==> src/rtl/uart_tx_arbiter_if.sv <==
// uart_tx_arbiter_if: requester byte streams plus the shared UART TX write port.
interface uart_tx_arbiter_if #(
    parameter int WIDTH = 8,
    parameter int N_REQ = 4
);
    logic [N_REQ-1:0]       in_valid;
    logic [N_REQ-1:0]       in_last;
    logic [N_REQ*WIDTH-1:0] in_data;
    logic [N_REQ-1:0]       in_ready;
    logic [WIDTH-1:0]       w_data;
    logic                   wr_uart;
    logic                   tx_fifo_full;
    modport master (
        input  in_valid, in_last, in_data, tx_fifo_full,
        output in_ready, w_data, wr_uart
    );
    modport slave (
        output in_valid, in_last, in_data, tx_fifo_full,
        input  in_ready, w_data, wr_uart
    );
endinterface

==> src/rtl/uart_tx_arbiter.sv <==
// uart_tx_arbiter: round-robin, message-atomic sharing of the UART TX write port.
module uart_tx_arbiter #(
    parameter int WIDTH   = 8,
    parameter int N_REQ   = 4,
    parameter int MAX_LEN = 16,
    localparam int IW     = $clog2(N_REQ),
    localparam int CW     = $clog2(MAX_LEN)
) (
    input  logic                 clk,
    input  logic                 reset,
    uart_tx_arbiter_if.master    bus,
    output logic [N_REQ-1:0]     grant,
    output logic                 busy,
    output logic                 ovf,
    output logic [IW-1:0]        ovf_id
);
    typedef enum logic {IDLE, GRANT} state_t;
    state_t           state_q;
    logic [N_REQ-1:0] grant_q, grant_d;
    logic [IW-1:0]    ptr_q, ovf_id_q, g_idx, win_idx;
    logic [CW-1:0]    cnt_q;
    logic             ovf_q, xfer, at_max;
    always_comb begin
        g_idx   = '0;
        win_idx = '0;
        for (int i = 0; i < N_REQ; i++)
            if (grant_q[i]) g_idx = IW'(i);
        // Scan from the farthest offset down so the nearest requester after ptr wins.
        for (int k = N_REQ; k >= 1; k--)
            if (bus.in_valid[(int'(ptr_q) + k) % N_REQ]) win_idx = IW'((int'(ptr_q) + k) % N_REQ);
        grant_d = N_REQ'(1) << win_idx;
    end
    assign xfer         = (state_q == GRANT) && bus.in_valid[g_idx] && !bus.tx_fifo_full;
    assign at_max       = cnt_q == CW'(MAX_LEN - 1);
    assign bus.in_ready = (state_q == GRANT && !bus.tx_fifo_full) ? grant_q : '0;
    assign bus.wr_uart  = xfer;
    assign bus.w_data   = bus.in_data[g_idx*WIDTH +: WIDTH];
    assign grant        = grant_q;
    assign busy         = state_q == GRANT;
    assign ovf          = ovf_q;
    assign ovf_id       = ovf_id_q;
    always_ff @(posedge clk or negedge reset) begin
        if (!reset) begin
            state_q  <= IDLE;
            grant_q  <= '0;
            ptr_q    <= IW'(N_REQ - 1);
            cnt_q    <= '0;
            ovf_q    <= 1'b0;
            ovf_id_q <= '0;
        end else begin
            ovf_q <= 1'b0;
            if (state_q == IDLE) begin
                cnt_q <= '0;
                if (|bus.in_valid) begin
                    state_q <= GRANT;
                    grant_q <= grant_d;
                end
            end else if (xfer) begin
                cnt_q <= cnt_q + CW'(1);
                if (bus.in_last[g_idx] || at_max) begin
                    state_q <= IDLE;
                    grant_q <= '0;
                    ptr_q   <= g_idx;
                    if (!bus.in_last[g_idx]) begin
                        ovf_q    <= 1'b1;
                        ovf_id_q <= g_idx;
                    end
                end
            end
        end
    end
endmodule

==> src/flat_wrapper.sv <==
// flat-port wrapper written by rule: the top's interface ports become plain ports
module uart_tx_arbiter_flat 
#(
    parameter int WIDTH   = 8,
    parameter int N_REQ   = 4,
    parameter int MAX_LEN = 16,
    localparam int IW     = $clog2(N_REQ),
    localparam int CW     = $clog2(MAX_LEN)
)
  (clk, reset, grant, busy, ovf, ovf_id, bus_in_valid, bus_in_last, bus_in_data, bus_tx_fifo_full, bus_in_ready, bus_w_data, bus_wr_uart);
  uart_tx_arbiter_if #(.WIDTH(WIDTH), .N_REQ(N_REQ)) bus_i ();
  input  logic clk;
  input  logic reset;
  output logic [N_REQ-1:0] grant;
  output logic busy;
  output logic ovf;
  output logic [IW-1:0] ovf_id;
  input wire logic [$bits(bus_i.in_valid)-1:0] bus_in_valid;
  input wire logic [$bits(bus_i.in_last)-1:0] bus_in_last;
  input wire logic [$bits(bus_i.in_data)-1:0] bus_in_data;
  input wire logic [$bits(bus_i.tx_fifo_full)-1:0] bus_tx_fifo_full;
  output wire logic [$bits(bus_i.in_ready)-1:0] bus_in_ready;
  output wire logic [$bits(bus_i.w_data)-1:0] bus_w_data;
  output wire logic [$bits(bus_i.wr_uart)-1:0] bus_wr_uart;
  assign bus_i.in_valid = bus_in_valid;
  assign bus_i.in_last = bus_in_last;
  assign bus_i.in_data = bus_in_data;
  assign bus_i.tx_fifo_full = bus_tx_fifo_full;
  assign bus_in_ready = bus_i.in_ready;
  assign bus_w_data = bus_i.w_data;
  assign bus_wr_uart = bus_i.wr_uart;
  uart_tx_arbiter #(.WIDTH(WIDTH), .N_REQ(N_REQ), .MAX_LEN(MAX_LEN)) u_core (.clk(clk), .reset(reset), .bus(bus_i), .grant(grant), .busy(busy), .ovf(ovf), .ovf_id(ovf_id));
endmodule
==> config.mk <==
export PLATFORM = sky130hd
export DESIGN_NAME = uart_tx_arbiter_flat
export DESIGN_NICKNAME = d
export VERILOG_FILES = /design/src/rtl/uart_tx_arbiter_if.sv /design/src/rtl/uart_tx_arbiter.sv /design/src/flat_wrapper.sv
export SDC_FILE = /design/constraint.sdc
export NUM_CORES = 1
export LEC_CHECK = 0
export BUFFER_PORTS_ARGS = -buffer_cell sky130_fd_sc_hd__buf_2
export CORE_MARGIN = 10
export CORE_UTILIZATION = 43
export CTS_CLUSTER_SIZE = 14
export DETAILED_ROUTE_END_ITERATION = 6
export PLACE_DENSITY = 0.85
export SYNTH_ARGS = -nofsm -noshare
export SYNTH_HDL_FRONTEND = slang
export SYNTH_SLANG_ARGS = --single-unit
==> constraint.sdc <==
create_clock -name clk -period 2.3 [get_ports clk]
set_input_delay 0.46 -clock clk [delete_from_list [all_inputs] [get_ports clk]]
set_output_delay 0.46 -clock clk [all_outputs]
set_load 0.02 [all_outputs]
==> flow_results.org, run 1 <==
** Status
- Result of the run :: finished clean

** Synth
- By count the netlist is led by 19 x sky130_fd_sc_hd__nand2_1, 13 x sky130_fd_sc_hd__mux2i_1, 12 x sky130_fd_sc_hd__dfrtp_1, 11 x sky130_fd_sc_hd__nor2_1, 10 x sky130_fd_sc_hd__a21oi_1.
- Sorting the synthesized cells by area gives the leading types as sky130_fd_sc_hd__dfrtp_1 27%, sky130_fd_sc_hd__mux2i_1 12%, sky130_fd_sc_hd__nand2_1 6.4%, sky130_fd_sc_hd__dfstp_2 4.7%, sky130_fd_sc_hd__a21oi_1 4.5%.
- Gate Count Post-Synth :: 134
- During synthesis, Yosys emitted a total of 0 warnings.
- Of all cell types, the one taking the most synthesized area is sky130_fd_sc_hd__dfrtp_1.
- Post-Synthesis Mean Instance Area :: 8.30 um2
- Sequential elements use 31.7% of the synthesized area.
- After synthesis the cells add up to 0.00111 mm2.
- Number of distinct library cells after synthesis :: 41
- Counting flops with an async set or reset pin after synthesis yields a share of 100%.
- Fraction of post-synthesis cell area in the top cell type by area :: 27.0%
- In this run, synthesis inferred 0 flip-flops with an integrated enable.
- Post-synth top flop :: sky130_fd_sc_hd__dfrtp_1
- Among all cell types in the netlist, the one instantiated most often is sky130_fd_sc_hd__nand2_1.
- Synthesis inferred 14 register bits.
- Mapped Nets :: 178

** Finish
- In the final design database the tool counted 242 nets.
- Proportion of layout cells with a drive suffix above 1 :: 42.1%
- From synthesis to final layout, the design area changed by 34.4%.
- After filler insertion, the fill cell instance count of the layout stands at 230.
- Final Instance Count excl. Fillers :: 227
- Count of antenna diodes in the layout :: 0

** Global route
- Global routing consumed, on the met3 layer, 8.79% of the routing resources.
- Number of antenna violations at the first check in global routing :: 0
- The number of global-route vias before repair is 1341.
- Entering global routing, the biggest net connects 23 pins.
- Gr usage total :: 13.8%
- For met1 alone, demand over resource in global routing was 14.2%.
- The first global-routing pass estimated 5900 um of wire.
- In this run the most used layer during global routing was met2.
- Met2 Resource Use GR :: 23.0%
- Final global-route overflow total :: 0

** Power and ir drop
- Share of power burned in registers :: 25.6%
- Worst-case vdd ir drop :: 0.000782 V
- Sw Share :: 48.8%
- For this design the static power due to leakage is 0.808 nW.
- Summed over all nets, the switching power comes to 799 uW.
- For this design the ratio of total power to cell area is 1090 mW/mm2.
- Per report_power, the combinational group accounts for 63.5% of the total.
- The share of total power dissipated in the clock network is 11.0%.
- Internal power :: 837 uW

** CTS
- Number of hold buffers added after cts :: 0
- Number of clock buffers inserted by TritonCTS :: 3
- Cell chosen for the clock root :: sky130_fd_sc_hd__clkbuf_4
- Depth of the CTS H-tree :: 1
- Clock transition at the register clock pins on the worst setup and hold paths after CTS :: 0.09 ns
- Clock Sinks :: 14
- Gates resized, CTS repair :: 0
- The later pin in the worst-skew pair is clocked with a latency of 0.28 ns.
- Number of buffers on the longest clock path :: 2
- TritonCTS built the clock tree.
- The number of setup buffers added after CTS is 0.

** Timing
- The worst path uses 90.4% of the clock period.
- Final Skew :: 0.00415 ns
- Counting I/O delays and the setup requirement, the final critical path takes 2.08 ns.
- Final worst setup slack :: 0.220 ns
- For the pin with the worst max-slew slack, the measured transition is 0.397 ns.
- Setup repair after global routing left no endpoint under its margin.
- Setup violations remaining at the end of the flow were counted as 0.
- The number of slew-limit violations in the final report came to 0.
- WHS :: 0.0556 ns
- The final number of hold-violating endpoints came to 0.
- Achievable Freq :: 481 MHz
- Measured against its own limit, the worst slew margin works out to 73.4%.
- Setup total negative slack on the finished layout was measured at 0 ns.

** Worst setup path
- Launching point of the worst reg2reg path :: u_core.grant[3]$_DFFE_PN0P_
- Of all nets on the critical path, the largest fanout is 12.
- For flop-to-flop paths, the worst setup slack is 0.62 ns.
- Cell count of the worst reg-to-reg path :: 6
- The critical path is of the reg -> out type.
- WP data required :: 1.84 ns
- The worst setup path is captured at an output port.
- Critical Path Source Type :: register
- Worst reg2reg endpoint :: u_core.ovf_id[1]$_DFFE_PN0P_
- Data arrives at the worst endpoint at 1.62 ns.

** Die
- For this configuration, the core starts out at a cell density of 44.9%.
- Top-level I/O count :: 64
- The die covers 0.00502 mm2.
- The floorplan has 18 rows.
- Die X :: 70.9 um
- The die is 70.9 um tall.
- Placeable Area :: 0.00248 mm2

** Placement
- Dpl cells :: 223
- During placement, the flow inserted port buffers numbering 63.
- The HPWL after detailed placement is 2820 um.
- The congestion estimate from routability-driven global placement came to 0.795.
- Worst slack at placement :: 0.473 ns

** Run
- Maximum capacitance violations :: 0

** Drt
- After detailed routing, the average wire length per cell comes to 15.0 um.
- For this run, design rule violations remaining after detail routing come to 0.
- Antenna Violating Nets Remaining :: 0
- After detailed routing, the number of vias per cell comes to 5.34.
- Violation count after the first detailed-routing iteration :: 73
- Total iterations of the first detailed-routing run :: 4
- Detailed-route wire length :: 3410 um
- The detailed router placed 1212 vias in this run.

** Hold path
- The min-delay analysis places its worst path in the category in -> async.
-- critical path: stages (launching register included) --
cell,delay [ns]
sky130_fd_sc_hd__dfrtp_1,0.45
sky130_fd_sc_hd__buf_4,0.25
sky130_fd_sc_hd__mux2i_1,0.20
sky130_fd_sc_hd__nor2_1,0.05
sky130_fd_sc_hd__a21oi_1,0.12
sky130_fd_sc_hd__o21ai_0,0.09
sky130_fd_sc_hd__buf_2,0.17
-- per-layer routing --
metal / part of all wire, % / wire [um]
met3: 15 / 527
met1: 38 / 1290
met5: 0 / 0
met4: 0.23 / 8
met2: 47 / 1590
-- cell families after synthesis --
| kind of cell | Yosys count | synth area share [%] |
|---|---|---|
| AOI/OAI and AO/OA | 38 | 23.1 |
| adders and majority gates | 1 | 1.12 |
| DFF | 14 | 31.7 |
| and+or+nand+nor | 51 | 23.6 |
| buffers and inverters | 15 | 6.07 |
| muxes | 15 | 14.4 |
-- stage by stage --
| stage | instance area, um2 | utilization (%) | total power [mW] |
|---|---|---|---|
| after global placement | 1460 | 58.9 | 1.46 |
| final | 1500 | 60.4 | 1.64 |
| after CTS | 1500 | 60.4 | 1.66 |
| after global routing | 1500 | 60.4 | 1.80 |
| after floorplan | 1110 | - | 1.16 |
| after detailed placement | 1460 | 58.9 | 1.48 |
-- power groups by stage --
stage               clock network [mW]  registers [mW]  logic, mW
global route                     0.196           0.437       1.17
floorplan                            0           0.437      0.728
global placement                     0           0.419       1.04
detailed placement                   0           0.420       1.06
CTS                              0.184           0.418       1.06
finish                           0.179           0.419       1.04
-- worst max-delay path by stage --
stage | startpoint | to | slack (ns) | cells after the start
after CTS | u_core.grant[1]$_DFFE_PN0P_ | bus_w_data[3] | 0.19 | 6
after floorplan | u_core.grant[2]$_DFFE_PN0P_ | bus_w_data[0] | 0.19 | 4
after global routing | u_core.grant[1]$_DFFE_PN0P_ | bus_w_data[3] | 0.001 | 6
final | u_core.grant[1]$_DFFE_PN0P_ | bus_w_data[3] | 0.22 | 6
after global placement | bus_in_valid[1] | bus_wr_uart | 0.49 | 6
after detailed placement | bus_in_valid[1] | bus_wr_uart | 0.47 | 6
-- cells in the final DEF, fill, tap and decap left out, types with 2 or more instances in the layout --
master / instances
sky130_fd_sc_hd__a21oi_1: 10
sky130_fd_sc_hd__a22oi_1: 2
sky130_fd_sc_hd__and2_1: 3
sky130_fd_sc_hd__buf_2: 63
sky130_fd_sc_hd__buf_4: 5
sky130_fd_sc_hd__clkbuf_4: 3
sky130_fd_sc_hd__dfrtp_1: 12
sky130_fd_sc_hd__dfstp_2: 2
sky130_fd_sc_hd__inv_1: 5
sky130_fd_sc_hd__mux2_4: 2
sky130_fd_sc_hd__mux2i_1: 13
sky130_fd_sc_hd__nand2_1: 19
sky130_fd_sc_hd__nand2b_1: 2
sky130_fd_sc_hd__nand3_1: 6
sky130_fd_sc_hd__nor2_1: 11
sky130_fd_sc_hd__o211ai_1: 2
sky130_fd_sc_hd__o21ai_0: 9
sky130_fd_sc_hd__o21ai_1: 5
-- layout make-up --
| cell class | instances | area (um2) | share of cell area (%) |
|---|---|---|---|
| well taps | 30 | 37.5 | 2.51 |
| clock buffers | 4 | 36.3 | 2.43 |
| flip-flops and latches | 14 | 353 | 23.6 |
| multi-input cells | 105 | 692 | 46.3 |
| inverters | 6 | 23.8 | 1.59 |
| repair buffers | 68 | 353 | 23.6 |
-- state kept, by name, summed over array words and instances (netlist names) --
signal,count
u_core.cnt_q,4
u_core.grant,4
u_core.ovf_id,2
u_core.ptr_q,2
u_core.busy,1
u_core.ovf,1
Power figures use the tool's default switching activity.
==> run 2: changes to the inputs <==
- BUFFER_PORTS_ARGS: -buffer_cell sky130_fd_sc_hd__buf_2 -> -buffer_cell sky130_fd_sc_hd__buf_4
- GPL_TIMING_DRIVEN: unset -> 0
- PLACE_DENSITY: 0.85 -> 0.83
==> run 2 against run 1 <==
Net effect: clock-buffer cell count unchanged; flip-flop and latch count unchanged; utilization up 6.5 points; final cell count up 1.3%; sequential power down 2%; via count up 3.0%; sequential share of layout area down 2.3 points; final area up 11%; largest cell class unchanged; highest routed layer unchanged.
==> flow_results.org, run 2 (synthesis results as in run 1) <==
** Status
- The flow ran to the end, and the final reports show no timing, DRC or antenna violations.

** Timing
- The worst clock skew on the final layout is 0.000830 ns (-0.00332 ns).
- The share of the cycle needed by the critical path after routing is 91.9% (+1.5 points).
- The setup slack after layout is 0.185 ns (-0.0344 ns).
- Relative slew slack :: 45.2% (-28 points)
- The transition at the pin with the smallest max-transition slack is 0.815 ns (+0.418 ns).
- The final setup violation count was 0 (unchanged).
- Setup_tns :: 0 ns (unchanged)
- The post-layout minimum cycle time was 2.11 ns (+0.0344 ns).
- The highest achievable clock rate came to 473 MHz (-1.6%).
- The final worst hold slack was 0.0108 ns (-0.0448 ns).
- Pins Over Slew Limit :: 0 (unchanged)
- The final number of hold-violating endpoints came to 0 (unchanged).
- Setup repair after global routing left no endpoint under its margin.

** Global route
- Final global-route overflow total :: 0 (unchanged)
- The initial antenna violation count was 0 (unchanged).
- The number of global-route vias before repair is 1296 (-3.4%).
- The pin count of the biggest net entering global routing came to 15 (-35%).
- The wire length of the first global-routing pass came to 5710 um (-3.2%).
- The overall global routing resource usage was 13.2% (-0.63 points).

** Finish
- The area taken by multi-input logic gates came to 692 um2 (unchanged).
- The net count of the finished layout came to 245 (+1.2%).
- The count of antenna diodes in the layout is 0 (unchanged).
- Leaving out fill and tap cells, the most frequent cell in the layout is sky130_fd_sc_hd__buf_4.
- Relative to the synthesized area, the layout overhead comes to 48.8%.
- Filler cell count in the final layout :: 206 (-10%)
- The final standard cell utilization of the core came to 66.8% (+6.5 points).
- The library cells used most frequently in the layout, excluding fill and tap cells, are 62 x sky130_fd_sc_hd__buf_4, 19 x sky130_fd_sc_hd__nand2_1, 13 x sky130_fd_sc_hd__mux2i_1.
- Reg area :: 353 um2 (unchanged)
- The number of non-filler instances in the completed layout was 230 (+1.3%).
- Proportion of layout cells with a drive suffix above 1 :: 41.5% (-0.63 points)

** Worst setup path
- Traced cell by cell, the critical path runs through buf_2 -> buf_2 -> a21oi_1 -> o21ai_0 -> buf_4.
- STA classifies the critical path endpoint as an output port.
- Worst Path Class, Setup :: reg -> out
- The number of buffer and inverter stages on the critical path came to 3 (+1).
- Among cell families on the critical path, the largest total delay comes from buffers and inverters.
- The data arrival at the endpoint of the critical path was 1.65 ns (+0.03 ns).
- Slowest library cell on the worst path :: sky130_fd_sc_hd__dfrtp_1
- Critical Path Source Type :: register
- Slowest stage delay, CP :: 0.44 ns (about the same)
- The required time of the critical path came to 1.84 ns (about the same).
- The largest fanout on the critical path is 10 (-2).
- Among the stages of the critical path, the cell type that occurs most often is sky130_fd_sc_hd__buf_2.

** CTS
- The H-tree depth came to 1 (unchanged).
- The maximum buffer depth of the clock tree came to 2 (unchanged).
- Number of hold buffers added after cts :: 0 (unchanged)
- The register clock-pin slew on the reported worst setup and hold paths is 0.09 ns (about the same).
- Number of clock buffers inserted by TritonCTS :: 3 (unchanged)
- Gates resized, CTS repair :: 1 (+1)
- The clock latency on the worst-skew pair is 0.28 ns (about the same).
- The post-CTS repair timing setup buffer count came to 0 (unchanged).
- TritonCTS built the clock tree.
- Clock Sinks :: 14 (unchanged)
- Cell chosen for the clock root :: sky130_fd_sc_hd__clkbuf_4

** Die
- Placeable Area :: 0.00248 mm2 (unchanged)
- Die Height :: 70.9 um (unchanged)
- Total die area :: 0.00502 mm2 (unchanged)
- The standard-cell row count is 18 (unchanged).
- The count of pins on the block boundary is 64 (unchanged).
- Effective utilization at floorplan :: 44.9% (unchanged)
- Die X :: 70.9 um (unchanged)

** Drt
- The detailed-route vias per instance is 5.43 (+1.6%).
- The total number of vias came to 1248 (+3.0%).
- The initial DRC count was 60 (-18%).
- The first-pass iteration count of the detailed router was 4 (unchanged).
- The total length of routed wires came to 3480 um (+2.0%).
- DRC :: 0 (unchanged)
- Avg WL per Cell :: 15.1 um (+0.63%)
- Antenna Violating Nets Remaining :: 0 (unchanged)

** Hold path
- Path category of the worst min-delay check :: in -> async

** Power and ir drop
- Pwr Density :: 1050 mW/mm2 (-3.9%)
- The maximum vdd ir drop came to 0.000806 V (+3.0%).
- The leakage power total is 0.855 nW (+5.8%).

** Placement
- The post-placement cell count came to 226 (+1.3%).
- Worst slack at placement :: 0.187 ns (-0.286 ns)
- Weighted congestion reported at the end of routability-driven placement :: 0.853 (+7.2%)
- The number of buffers added on ports was 62 (-1.6%).
- Detailed placement HPWL :: 2930 um (+4.0%)

** Run
- Maximum capacitance violations :: 0 (unchanged)
[run 2: cell types whose count changed in the layout (fill, tap and decap cells not counted)]
| cell | delta |
|---|---|
| sky130_fd_sc_hd__buf_2 | -61 |
| sky130_fd_sc_hd__buf_4 | +57 |
| sky130_fd_sc_hd__clkbuf_4 | +1 |
| sky130_fd_sc_hd__clkbuf_2 | +2 |
| sky130_fd_sc_hd__clkbuf_1 | +3 |
| sky130_fd_sc_hd__clkbuf_8 | -1 |
| sky130_fd_sc_hd__buf_6 | +2 |
[run 2: area by class of cell]
cell class              count  share of cell area, %
well taps                  30                   2.27
flip-flops and latches     14                   21.3
inverters                   6                   1.44
clock buffers               4                   1.59
multi-input cells         105                   41.8
repair buffers             62                   28.1
plain buffers               9                   3.48
[run 2: final timing paths]
kind,startpoint,end,slack (ns),depth (start not counted)
max in group asynchronous,reset,u_core.ptr_q[1]$_DFFE_PN1P_,2.05,1
setup reg to reg,u_core.grant[3]$_DFFE_PN0P_,u_core.ovf_id[0]$_DFFE_PN0P_,0.57,7
min in group clk,u_core.cnt_q[3]$_DFFE_PN0P_,u_core.cnt_q[3]$_DFFE_PN0P_,0.49,1
hold reg to reg,u_core.cnt_q[3]$_DFFE_PN0P_,u_core.cnt_q[3]$_DFFE_PN0P_,0.49,1
setup / recovery,u_core.grant[2]$_DFFE_PN0P_,bus_w_data[2],0.19,5
hold / removal,reset,u_core.cnt_q[1]$_DFFE_PN0P_,0.01,1
[run 2: metal layers]
layer	track usage, %	share of wire (%)
met1	13.8	40
met2	22.3	46
met3	8.23	14
met4	2.58	0.75
met5	0	0
[run 2: through the flow]
step | area, um2 | total power, mW
6_report | 1660 | 1.74
5_1_grt | 1660 | 1.90
4_1_cts | 1640 | 1.75
3_5_place_dp | 1620 | 1.59
3_3_place_gp | 1620 | 1.57
2_1_floorplan | 1110 | 1.16
[run 2: where the power goes]
group / internal, mW / leakage, nW / switching, mW
Clock: 0.0674 / 0.0150 / 0.0834
Sequential: 0.334 / 0.179 / 0.0778
Combinational: 0.521 / 0.661 / 0.658
==> run 3: changes to the inputs <==
- BUFFER_PORTS_ARGS: -buffer_cell sky130_fd_sc_hd__buf_4 -> -buffer_cell sky130_fd_sc_hd__buf_2
==> run 3 against run 2 <==
Net effect: wire length decreased by 3.7%; global-route usage rose by 0.42 points; fmax is 1.5% lower; worst hold slack improved by 0.045 ns; first-iteration DRC count shrank 40%; sequential share of layout area increased by 2.1 points; combinational power is 9% lower; final area down 9.1%; critical endpoint is now bus_wr_uart; largest power group unchanged.
==> flow_results.org, run 3 (synthesis results as in run 1) <==
** Drt
- Number of vias per cell :: 5.22 (-3.8%)
- Antenna Violating Nets Remaining :: 0 (unchanged)
- Detailed-route wire length :: 3350 um (-3.7%)
- Vias after detailed routing :: 1195 (-4.2%)
- DRC :: 0 (unchanged)
- The wire length per cell after detailed routing is 14.6 um (-3.3%).
- Total iterations of the first detailed-routing run :: 4 (unchanged)
- The initial DRC count is 36 (-40%).

** Global route
- Number of antenna violations at the first check in global routing :: 0 (unchanged)
- The number of global-route vias before repair was 1369 (+5.6%).
- The overall global routing resource usage is 13.6% (+0.42 points).
- The pin count of the biggest net entering global routing was 15 (unchanged).
- The wire length of the first global-routing pass was 5840 um (+2.3%).
- The global-route congestion overflow total was 0 (unchanged).

** Timing
- The final number of hold-violating endpoints is 0 (unchanged).
- The setup TNS was 0 ns (unchanged).
- The final setup violation count was 0 (unchanged).
- The number of slew-limit violations in the final report is 0 (unchanged).
- Relative slew slack :: 42.4% (-2.8 points)
- Achievable Freq :: 466 MHz (-1.5%)
- The share of the cycle needed by the critical path after routing is 93.3% (+1.4 points).
- Actual slew at the worst max-slew pin :: 0.857 ns (+0.0413 ns)
- Fin crit period :: 2.15 ns (+0.0315 ns)
- RSZ-0062 raised after global routing :: no
- The worst clock skew on the final layout came to 0.00216 ns (+0.00133 ns).

** Die
- Die X :: 70.9 um (unchanged)
- Effective utilization at floorplan :: 44.9% (unchanged)
- The count of pins on the block boundary came to 64 (unchanged).
- Std cell rows :: 18 (unchanged)
- The area inside the core boundary came to 0.00248 mm2 (unchanged).
- The vertical die dimension is 70.9 um (unchanged).
- Total die area :: 0.00502 mm2 (unchanged)

** Power and ir drop
- The power per cell area came to 1100 mW/mm2 (+4.9%).
- Worst-case vdd ir drop :: 0.000730 V (-9.4%)
- Leakage dissipation :: 0.812 nW (-5.0%)

** Placement
- The cell area after placement was 0.00146 mm2 (-9.6%).
- The number of buffers added on ports was 62 (unchanged).
- Weighted congestion reported at the end of routability-driven placement :: 0.788 (-7.6%)
- Detailed placement HPWL :: 2790 um (-5.0%)

** Status
- The run finished with clean final reports.

** CTS
- Number of clock buffers inserted by TritonCTS :: 3 (unchanged)
- The cell sitting at the root of the clock tree is a sky130_fd_sc_hd__clkbuf_4.
- The CTS sink count is 14 (unchanged).
- The post-CTS repair timing setup buffer count was 0 (unchanged).
- CTS tree :: built
- The maximum buffer depth of the clock tree came to 2 (unchanged).
- Number of hold buffers added after cts :: 0 (unchanged)
- The clock latency on the worst-skew pair is 0.28 ns (about the same).
- Depth of the CTS H-tree :: 1 (unchanged)
- Clock transition at the register clock pins on the worst setup and hold paths after CTS :: 0.09 ns (about the same)

** Worst setup path
- STA classifies the critical path startpoint as a register.
- Tracing the worst setup path back leads to its startpoint at u_core.grant[3]$_DFFE_PN0P_.
- The slack of the worst reg-to-reg path is 0.56 ns (about the same).
- The worst setup path is captured at an output port.
- The required time of the critical path was 1.84 ns (about the same).
- By startpoint and endpoint, the worst setup path is classified as reg -> out.
- Launching point of the worst reg2reg path :: u_core.grant[3]$_DFFE_PN0P_
- Arr. time, crit path :: 1.69 ns (+0.04 ns)
- Crit-path max FO :: 17 (+7)

** Run
- Maximum capacitance violations :: 0 (unchanged)

** Finish
- The net count of the finished layout is 244 (-0.41%).
- Post-synthesis to final-layout area growth :: 35.3%
- Filler cell count in the final layout :: 231 (+12%)
- Count of antenna diodes in the layout :: 0 (unchanged)
- The post-route cell area is 0.00151 mm2 (-9.1%).
- In the layout the commonest cells are 63 x sky130_fd_sc_hd__buf_2, 19 x sky130_fd_sc_hd__nand2_1, 13 x sky130_fd_sc_hd__mux2i_1.
- Leaving out fill and tap cells, the most frequent cell in the layout is sky130_fd_sc_hd__buf_2.
- Post-layout utilization of the core :: 60.8% (-6.1 points)
- The ratio of cells with drive above 1 in the final layout came to 41.7% (+0.21 points).

** Hold path
- The path class of the tightest hold or removal check is in -> async.
-- run 3: changes by cell type in the layout (fill, tap and decap cells not counted), sizes merged --
cell and delta:
buf -1
-- run 3: area by class of cell --
class / instances / area (um2) / area share (%)
well taps: 30 / 37.5 / 2.49
inverters: 6 / 23.8 / 1.58
flip-flops and latches: 14 / 353 / 23.4
multi-input cells: 105 / 692 / 46.0
plain buffers: 8 / 52.6 / 3.49
repair buffers: 62 / 310 / 20.6
clock buffers: 4 / 36.3 / 2.41
-- run 3: layer usage --
layer	share of wire (%)	wire length (um)	vias to the layer above	global-route usage, %
li1	-	-	604	-
met1	40	1350	533	14.1
met2	44	1470	54	21.9
met3	15	512	4	9.34
met4	0.69	23	0	3.87
met5	0	0	-	0
-- run 3: timing repair --
action,4_1_cts,5_1_grt
setup endpoints to repair,8,9
gates resized for setup,3,4
hold endpoints to repair,0,0
-- run 3: power breakdown --
part           switching [mW]  total [mW]  internal (mW)
Clock                  0.0841       0.180         0.0963
Combinational           0.650        1.07          0.419
Sequential             0.0767       0.410          0.334
Total                   0.811        1.66          0.850
-- run 3: final timing paths --
| check | to | cells after the start |
|---|---|---|
| setup / recovery | bus_wr_uart | 6 |
| hold / removal | u_core.ovf$_DFF_PN0_ | 1 |
| setup reg to reg | u_core.ovf_id[1]$_DFFE_PN0P_ | 7 |
| hold reg to reg | u_core.cnt_q[3]$_DFFE_PN0P_ | 1 |
| max in group asynchronous | u_core.ptr_q[0]$_DFFE_PN1P_ | 1 |
| min in group clk | u_core.cnt_q[3]$_DFFE_PN0P_ | 1 |
-- run 3: critical path, stage by stage (launching register included) --
cell and delay [ns]:
sky130_fd_sc_hd__dfrtp_1 0.40, sky130_fd_sc_hd__buf_6 0.16, sky130_fd_sc_hd__or2_4 0.25, sky130_fd_sc_hd__o221ai_4 0.24, sky130_fd_sc_hd__nand2_4 0.09, sky130_fd_sc_hd__clkinv_2 0.09, sky130_fd_sc_hd__buf_2 0.17
-- run 3: metrics by stage --
| step | cells | hold slack [ns] | worst slack (ns) | power (mW) |
|---|---|---|---|---|
| 2_1_floorplan | 134 | 0.164 | 0.188 | 1.16 |
| 3_3_place_gp | 226 | 0.368 | 0.132 | 1.47 |
| 3_5_place_dp | 226 | 0.373 | 0.131 | 1.49 |
| 4_1_cts | 230 | 0.0615 | 0.0304 | 1.67 |
| 5_1_grt | 229 | 0.0645 | 0.0214 | 1.83 |
| 6_report | 229 | 0.0554 | 0.154 | 1.66 |
